--- src/rtl/data_unbuffer_pkg.sv ---
// rtl/data_unbuffer_pkg.sv - shared constants and state encodings for the lane scatter path
package data_unbuffer_pkg;

  // Default geometry, shared with the data_buffer compaction side
  localparam int DU_NUM_LANES = 16;
  localparam int DU_DATA_W    = 32;
  localparam int DU_CURSOR_W  = $clog2(DU_NUM_LANES);

  typedef logic [1:0] state_t;

  // Encodings match the data_buffer encoder so state can be compared across blocks
  localparam logic [1:0] ST_IDLE = 2'd0;
  localparam logic [1:0] ST_FILL = 2'd1;
  localparam logic [1:0] ST_HOLD = 2'd2;

endpackage

--- src/rtl/data_unbuffer_if.sv ---
// rtl/data_unbuffer_if.sv - mask, packed-word and expanded-frame handshakes
interface data_unbuffer_if
  import data_unbuffer_pkg::*;
#(
  parameter int NUM_LANES = DU_NUM_LANES,
  parameter int DATA_W    = DU_DATA_W
);
  logic                        mask_valid;
  logic                        mask_ready;
  logic [NUM_LANES-1:0]        mask_in;
  logic                        word_valid;
  logic                        word_ready;
  logic [DATA_W-1:0]           word_in;
  logic                        out_valid;
  logic                        out_ready;
  logic [NUM_LANES-1:0]        out_mask;
  logic [NUM_LANES*DATA_W-1:0] lanes_out;

  // Producer/consumer side of the link
  modport master (
    output mask_valid, mask_in, word_valid, word_in, out_ready,
    input  mask_ready, word_ready, out_valid, out_mask, lanes_out
  );

  // The unbuffer block itself
  modport slave (
    input  mask_valid, mask_in, word_valid, word_in, out_ready,
    output mask_ready, word_ready, out_valid, out_mask, lanes_out
  );
endinterface

--- src/rtl/data_unbuffer_lane_priority_enc.sv ---
// rtl/data_unbuffer_lane_priority_enc.sv - lowest-set-bit index and any-set flag
module lane_priority_enc #(
  parameter int N = 16,
  parameter int W = $clog2(N)
) (
  input  logic [N-1:0] vec,
  output logic [W-1:0] idx,
  output logic         any
);

  // Scan from the top down so the lowest set bit is the last one written
  always_comb begin
    idx = '0;
    any = 1'b0;
    for (int i = N - 1; i >= 0; i--) begin
      if (vec[i]) begin
        idx = W'(i);
        any = 1'b1;
      end
    end
  end

endmodule

--- src/rtl/data_unbuffer.sv ---
// rtl/data_unbuffer.sv - scatters serially received packed words back to their lanes
module data_unbuffer
  import data_unbuffer_pkg::*;
#(
  parameter int NUM_LANES = DU_NUM_LANES,
  parameter int DATA_W    = DU_DATA_W
) (
  input  logic            clk,
  input  logic            rst_n,
  input  logic            flush,
  data_unbuffer_if.slave  bus
);

  localparam int CURSOR_W = $clog2(NUM_LANES);

  state_t                      state;
  logic [NUM_LANES-1:0]        remaining;
  logic [NUM_LANES-1:0]        out_mask_q;
  logic [NUM_LANES-1:0]        enc_vec;
  logic [NUM_LANES-1:0]        cur_onehot;
  logic [NUM_LANES-1:0]        rem_after;
  logic [CURSOR_W-1:0]         cursor;
  logic                        enc_any;
  logic                        mask_fire;
  logic                        word_fire;
  logic [DATA_W-1:0]           lane_q [NUM_LANES];
  logic [NUM_LANES*DATA_W-1:0] lanes_flat;

  // In IDLE the encoder looks at the incoming mask so a zero mask is seen directly;
  // in FILL it tracks the lanes still waiting for a word.
  assign enc_vec = (state == ST_IDLE) ? bus.mask_in : remaining;

  lane_priority_enc #(
    .N (NUM_LANES),
    .W (CURSOR_W)
  ) u_enc (
    .vec (enc_vec),
    .idx (cursor),
    .any (enc_any)
  );

  assign cur_onehot = {{(NUM_LANES-1){1'b0}}, 1'b1} << cursor;
  assign rem_after  = remaining & ~cur_onehot;

  // flush voids any handshake that would otherwise land in the same cycle
  assign mask_fire = bus.mask_valid && (state == ST_IDLE) && !flush;
  assign word_fire = bus.word_valid && (state == ST_FILL) && !flush;

  // Handshake outputs come from state alone
  assign bus.mask_ready = (state == ST_IDLE);
  assign bus.word_ready = (state == ST_FILL);
  assign bus.out_valid  = (state == ST_HOLD);
  assign bus.out_mask   = out_mask_q;
  assign bus.lanes_out  = lanes_flat;

  // Frame sequencing plus the remaining-lane and captured-mask registers
  always_ff @(posedge clk or negedge rst_n) begin
    if (!rst_n) begin
      state      <= ST_IDLE;
      remaining  <= '0;
      out_mask_q <= '0;
    end else if (flush) begin
      state      <= ST_IDLE;
      remaining  <= '0;
      out_mask_q <= '0;
    end else begin
      case (state)
        ST_IDLE: begin
          if (mask_fire) begin
            out_mask_q <= bus.mask_in;
            remaining  <= bus.mask_in;
            state      <= enc_any ? ST_FILL : ST_HOLD;
          end
        end
        ST_FILL: begin
          if (word_fire) begin
            remaining <= rem_after;
            if (rem_after == '0) begin
              state <= ST_HOLD;
            end
          end
        end
        ST_HOLD: begin
          if (bus.out_ready) begin
            state <= ST_IDLE;
          end
        end
        default: begin
          state <= ST_IDLE;
        end
      endcase
    end
  end

  for (genvar k = 0; k < NUM_LANES; k++) begin : g_lane
    // Lane k clears on a new frame or flush and loads when the cursor points at it
    always_ff @(posedge clk or negedge rst_n) begin
      if (!rst_n) begin
        lane_q[k] <= '0;
      end else if (flush || mask_fire) begin
        lane_q[k] <= '0;
      end else if (word_fire && (cursor == CURSOR_W'(k))) begin
        lane_q[k] <= bus.word_in;
      end
    end

    assign lanes_flat[k*DATA_W +: DATA_W] = lane_q[k];
  end

endmodule

--- src/flat_wrapper.sv ---
// flat-port wrapper written by rule: the top's interface ports become plain ports
module data_unbuffer_flat import data_unbuffer_pkg::*;
#(
  parameter int NUM_LANES = DU_NUM_LANES,
  parameter int DATA_W    = DU_DATA_W
)
  (clk, rst_n, flush, bus_mask_valid, bus_mask_in, bus_word_valid, bus_word_in, bus_out_ready, bus_mask_ready, bus_word_ready, bus_out_valid, bus_out_mask, bus_lanes_out);
  data_unbuffer_if #(.NUM_LANES(NUM_LANES), .DATA_W(DATA_W)) bus_i ();
  input  logic clk;
  input  logic rst_n;
  input  logic flush;
  input wire logic [$bits(bus_i.mask_valid)-1:0] bus_mask_valid;
  input wire logic [$bits(bus_i.mask_in)-1:0] bus_mask_in;
  input wire logic [$bits(bus_i.word_valid)-1:0] bus_word_valid;
  input wire logic [$bits(bus_i.word_in)-1:0] bus_word_in;
  input wire logic [$bits(bus_i.out_ready)-1:0] bus_out_ready;
  output wire logic [$bits(bus_i.mask_ready)-1:0] bus_mask_ready;
  output wire logic [$bits(bus_i.word_ready)-1:0] bus_word_ready;
  output wire logic [$bits(bus_i.out_valid)-1:0] bus_out_valid;
  output wire logic [$bits(bus_i.out_mask)-1:0] bus_out_mask;
  output wire logic [$bits(bus_i.lanes_out)-1:0] bus_lanes_out;
  assign bus_i.mask_valid = bus_mask_valid;
  assign bus_i.mask_in = bus_mask_in;
  assign bus_i.word_valid = bus_word_valid;
  assign bus_i.word_in = bus_word_in;
  assign bus_i.out_ready = bus_out_ready;
  assign bus_mask_ready = bus_i.mask_ready;
  assign bus_word_ready = bus_i.word_ready;
  assign bus_out_valid = bus_i.out_valid;
  assign bus_out_mask = bus_i.out_mask;
  assign bus_lanes_out = bus_i.lanes_out;
  data_unbuffer #(.NUM_LANES(NUM_LANES), .DATA_W(DATA_W)) u_core (.clk(clk), .rst_n(rst_n), .flush(flush), .bus(bus_i));
endmodule
--- config.mk ---
export PLATFORM = sky130hd
export DESIGN_NAME = data_unbuffer_flat
export DESIGN_NICKNAME = d
export VERILOG_FILES = /design/src/rtl/data_unbuffer_pkg.sv /design/src/rtl/data_unbuffer_if.sv /design/src/rtl/data_unbuffer_lane_priority_enc.sv /design/src/rtl/data_unbuffer.sv /design/src/flat_wrapper.sv
export SDC_FILE = /design/constraint.sdc
export NUM_CORES = 1
export LEC_CHECK = 0
export ABC_AREA = 1
export CORE_AREA = 2 2 230 232
export DETAILED_ROUTE_END_ITERATION = 8
export DIE_AREA = 0 0 232 234
export PLACE_DENSITY = 0.8
export SLEW_MARGIN = 20
export SYNTH_ARGS = -nofsm -noshare
export SYNTH_HDL_FRONTEND = slang
export SYNTH_SLANG_ARGS = --single-unit
--- constraint.sdc ---
create_clock -name clk -period 6.5 [get_ports clk]
set_clock_uncertainty 0.05 [all_clocks]
set_input_delay 1.625 -clock clk [delete_from_list [all_inputs] [get_ports clk]]
set_output_delay 1.625 -clock clk [all_outputs]
set_load 0.02 [all_outputs]
# Yosys cells after proc, flatten, opt, wreduce, memory -nomap -nowiden
# Cells that the tools add are included.
[totals]
ram_bits = 0
out_inout_bits = 531
in_bits = 54
wordCells = 168
n_memories = 0
latch_bits = 0
rom_bits = 0
register_bits = 546
[op_classes]
div_mod_pow = 0
n_reduce_logical = 47
n_mux = 78
n_bitwise = 2
eq_ne = 21
n_shift = 1
multipliers = 0
order_cmp = 0
add_sub_neg = 0
[ops]
columns = ["cell", "n"]
rows = [
  ["$mux 32", 32],
  ["$mux 16", 6],
  ["$mux 4", 16],
  ["$reduce_bool 2->1", 18],
  ["$eq 4x4->1 const B", 8],
  ["$pmux 16 s2", 1],
  ["$logic_and 1x1->1", 20],
  ["$and 16x16->16", 1],
  ["$eq 4x3->1 const B", 4],
  ["$logic_not 16->1", 1],
  ["$mux 1", 16],
  ["$not 16->16", 1],
  ["$shl 1x4->16 const A", 1],
  ["$mux 2", 6],
  ["$ne 3x2->1 const B", 3],
  ["$eq 4x2->1 const B", 2],
  ["$pmux 2 s3", 1],
  ["$eq 4x1->1 const B", 1],
  ["$logic_not 4->1", 1],
  ["$reduce_and 4->1", 1],
  ["$ne 3x3->1 const B", 1],
  ["$reduce_and 3->1", 1],
  ["$reduce_bool 3->1", 1],
  ["$eq 2x1->1 const B", 1],
  ["5 further kinds", 5],
]

# Logic depth before layout (Yosys ltp)
[logic_depth]
depth_word = 26
depth_mapped = 29
ltp_nobuf = 29

# Cells and area by module
# Synthesis repeated with hierarchy kept, for this count alone.
[hier_totals]
cells_unflattened = 2056
area_unflattened_um2 = 20368.3
[by_module_without_submodules]
columns = ["mod", "seq_area_each_um2", "instances", "area_per_inst_um2", "cells_per_inst"]
rows = [
  ["data_unbuffer", 13663.1, 1, 20159.3, 2007],
  ["lane_priority_enc", 0.0, 1, 209.0, 49],
]

# Worst setup path after synthesis
# Ideal clock, no wire load.
[synth_timing]
path_kind = "input -> register"
from = "input bus_mask_in[13]"
to = "register u_core.lane_q, in the netlist u_core.bus.lanes_out[11]"
path_buffers = 1
required_time_ns = 6.325
cell_stages = 21
setup_slack_ns = 2.801
arrival_ns = 3.525
setup_ns = 0.125
cell_sequence = "inv_1 -> nand2_1 -> o21ai_1 -> nand2_1 -> nand2_1 -> nand2_1 -> nand2_1 -> nand2_1 -> nand2_1 -> nand2_1 -> nand2_1 -> nand2_1 -> nand2_1 -> nand2_1 -> nand2_1 -> nand2_4 -> nand2_4 -> nand3_1 -> o21ai_2 -> buf_4 -> mux2_2"
[synth_between]
elab_chain_len = 18
[synth_rtl]
columns = ["item", "line", "source"]
rows = [
  ["from (decl)", "flat_wrapper.sv:13", "input wire logic [$bits(bus_i.mask_in)-1:0] bus_mask_in;"],
  ["$mux 16", "data_unbuffer.sv:31", "assign enc_vec = (state == ST_IDLE) ? bus.mask_in : remaining;"],
  ["$mux 4 (14 in series)", "data_unbuffer_lane_priority_enc.sv:16", "if (vec[i]) begin"],
  ["$logic_not 4->1", "data_unbuffer.sv:102", "end else if (word_fire && (cursor == CURSOR_W'(k))) begin"],
  ["$logic_and 1x1->1", "data_unbuffer.sv:102", ""],
  ["$reduce_bool 2->1 (no source line)", "-", ""],
  ["to (signal, indexed assignment)", "data_unbuffer.sv:103", "lane_q[k] <= bus.word_in;"],
  ["to (decl)", "data_unbuffer.sv:26", "logic [DATA_W-1:0] lane_q [NUM_LANES];"],
]
# No other way between the ends.
# A chain may end at the register's enable or synchronous reset.

# Worst setup path after layout
[layout_timing]
from = "input bus_mask_in[0]"
to = "register u_core.lane_q, in the netlist u_core.bus.lanes_out[326]"
[layout_between]
elab_chain_len = 5
[layout_rtl]
columns = ["item", "line"]
rows = [
  ["$mux 16", "data_unbuffer.sv:31"],
  ["$mux 4", "data_unbuffer_lane_priority_enc.sv:16"],
  ["$eq 4x4->1", "data_unbuffer.sv:102"],
  ["$logic_and 1x1->1", "data_unbuffer.sv:102"],
  ["$reduce_bool 2->1 (no source line)", "-"],
]
# No other way between the ends.

==> impl_metrics.ini <==
[critical_path]
crit-reg2reg-launch = u_core.state[0]
rr_endpoint = u_core.bus.lanes_out[326]
worst_ep_arrival_time_ps = 5280
worstSetupPathType = in -> reg
endpoint_kind = flip-flop
crit_start = bus_mask_in[0]
required_ps = 6900
cp-endpoint = u_core.bus.lanes_out[326]
timing.reg2reg.worst_path_depth = 14
critPathLaunchType = primary input
reg2reg_slack_ps = 2030
worstPathMaxFanout = 64

[layout]
areaGrowthSynthToFinish_pct = 39.67
final_layout_size_suffix_gt1_share_pct = 6.586
nets = 2576
n_antenna_cell = 0

[cts]
htree_levels = 2
clock_latency_ps = 620
max-clock-path-buffers = 3
cts_root_buffer = clkbuf_16
hold_buffers = 0
clk_pin_slew_worst_paths_ps = 60
cts_tree = built
postCtsSetupBuffers = 0
cts_buffers = 55
cts_resized = 0
clock-sinks = 546

[detailed_routing]
wl_per_cell_um = 21.52
viasPerCell = 5.293
vias = 17230
met1Wirelength_mm = 27.43
drc_errors = 0
final_antenna_net_count = 0
routed_wl_mm = 70.02
wl_met2_mm = 33.42
wl_met3_mm = 6.051
drt_iter0_markers = 1538
firstDrtPassIters = 5
maxUsedRoutingLayer = met4

[logic_synthesis]
syn_nets = 2053
synthesis.area_um2 = 20680
ys_types = 35
ys_warn_count = 0
ys_ff_latch = 546
netlist_instances = 1999
yosysSeqAreaShare_pct = 66.07
syn_avg_cell_area_um2 = 10.35

[run]
maxCapViolations = 0

[floorplanning]
io_pins = 585
fp.coreArea_um2 = 52020
start_util_pct = 39.75
fp.dieW_um = 232
die-area_um2 = 54290
die_h_um = 234
rows = 84

[global_route]
antenna_found_initial = 1
grt_use_total_pct = 25.29
grt_pass1_wl_mm = 104.2
grt-ovfl-total = 0
grt_pass1_vias = 16860
grt_max_degree = 165

[sta]
fmax_mhz = 205.1
tns_ps = 0
tightest_slew_ps = 1193
finalCritPeriodShare_pct = 74.99
slew_headroom_pct = 20.30
grt_setup_unrepaired = false
timing.final.crit_period_ps = 4875
timing.final.hold_violations = 0
final_max_slew_viol_count = 0
setup_viol = 0
hold_slack_ps = 431.3

[power]
p_per_area_nw_per_um2 = 410.7
p_leak_uw = 0.01295
ir_drop_v = 0.0002878

[placement]
hpwl_mm = 48.22
io_buffers = 584
gp_congestion = 0.8596

[worst_hold_path]
hold_path_class = reg -> reg
hold_path_depth = 2

[outcome]
outcome = complete, no violations
-- cell usage in the layout, fill, tap and decap left out, types with 15 or more instances in the layout --
cell / instances
mux2_1: 50
dfrtp_1: 546
o21ai_0: 347
buf_4: 18
inv_1: 61
clkinv_2: 15
nand2_1: 593
nor2_1: 16
clkbuf_16: 55
clkdlybuf4s50_1: 583
o21ai_1: 141
-- synth_stat cells --
| cell | count | share of area [%] |
|---|---|---|
| nand2_1 | 593 | 11 |
| dfrtp_1 | 546 | 66 |
| o21ai_0 | 347 | 8.4 |
| o21ai_1 | 141 | 3.4 |
| clkbuf_1 | 93 | 1.7 |
| inv_1 | 61 | 1.1 |
| mux2_1 | 50 | 2.7 |
| buf_2 | 29 | 0.70 |
| nor2_1 | 16 | 0.29 |
| a32o_1 | 14 | 0.68 |
| inv_2 | 14 | 0.25 |
| mux2_2 | 14 | 0.76 |
| nand3_1 | 13 | 0.31 |
| buf_1 | 8 | 0.15 |
| nand4_1 | 7 | 0.21 |
| a21oi_1 | 6 | 0.15 |
| a31oi_4 | 5 | 0.51 |
| buf_6 | 5 | 0.27 |
| o22ai_1 | 5 | 0.15 |
| buf_4 | 4 | 0.15 |
| nand2_2 | 4 | 0.12 |
| o21ai_2 | 4 | 0.17 |
| nor2_4 | 3 | 0.16 |
| a31oi_2 | 2 | 0.12 |
| clkinv_1 | 2 | 0.036 |
| nand2_4 | 2 | 0.11 |
| nand4_2 | 2 | 0.12 |
| nor2_2 | 2 | 0.060 |
| a21oi_2 | 1 | 0.042 |
| a31oi_1 | 1 | 0.030 |
| nor2_8 | 1 | 0.097 |
| nor3_1 | 1 | 0.024 |
| nor3_2 | 1 | 0.048 |
| nor4_1 | 1 | 0.030 |
| o21ai_4 | 1 | 0.079 |
-- report_power, final --
group          internal, µW  leakage [µW]  total [µW]  switching, µW
Combinational          1570       0.00477        4140           2570
Clock                  1880      0.000920        3250           1370
Sequential             4060       0.00726        4470            409
Total                  7510        0.0129       11900           4360
-- final cells by class --
class | count | area [µm²]
repair buffers | 605 | 6053
clock buffers | 78 | 1593
clock inverters | 23 | 269.0
inverters | 77 | 294.0
well taps | 688 | 860.8
multi-input cells | 1237 | 6150
fillers | 4365 | 23140
flip-flops and latches | 546 | 13660
-- state kept, by name, summed over array words and instances, names as in the netlist --
register	cells
u_core.bus.out_mask	16
u_core.remaining	16
u_core.bus.lanes_out	512
u_core.state	2
-- kinds of logic (layout without fill, tap and decap cells) --
kind of cell    count (synthesis)  after routing  synth area share [%]
mux                            64             64                 3.485
simple gates                  646            646                 12.35
compound gates                527            527                 13.74
flops                         546            546                 66.07
buf+inv                       216            783                 4.350
-- per-stage QoR --
stage | setup slack [ps] | power, µW | std cells | utilization (%) | instance area (µm²)
after detailed placement | 1268 | 8630 | 3152 | 51.88 | 26990
after global routing | 1287 | 12380 | 3254 | 55.52 | 28880
final | 1625 | 11860 | 3254 | 55.52 | 28880
after global placement | 1362 | 8527 | 3152 | 51.88 | 26990
after floorplan | 2801 | 6607 | 1999 | - | 20680
after CTS | 1908 | 11900 | 3253 | 55.45 | 28850
-- worst min-delay path by stage --
| stage | slack [ps] | to | from |
|---|---|---|---|
| final | 430 | u_core.bus.lanes_out[363] | u_core.bus.lanes_out[363] |
| after global routing | 450 | u_core.bus.lanes_out[482] | u_core.bus.lanes_out[482] |
| after CTS | 440 | u_core.bus.lanes_out[363] | u_core.bus.lanes_out[363] |
| after detailed placement | 420 | u_core.bus.lanes_out[273] | u_core.bus.lanes_out[273] |
| after global placement | 410 | u_core.bus.lanes_out[75] | u_core.bus.lanes_out[75] |
| after floorplan | 430 | u_core.remaining[0] | u_core.remaining[0] |
-- critical path, stage by stage --
cell	delay [ps]
clkdlybuf4s50_1	410
inv_1	120
nand2_1	70
o21ai_1	540
nand2_1	110
inv_1	110
nand2_1	60
inv_2	120
nand2_2	100
nor2_2	340
nand3_1	180
o21ai_1	250
clkinv_2	700
nand2_1	300
o21ai_0	140
-- metal layers --
layer,vias to the layer above,global-route usage (%)
li1,7658,-
met1,8517,32.11
met2,870,41.05
met3,180,6.092
met4,0,11.78
met5,-,0
Note: power is estimated with default switching activity, not from simulation.
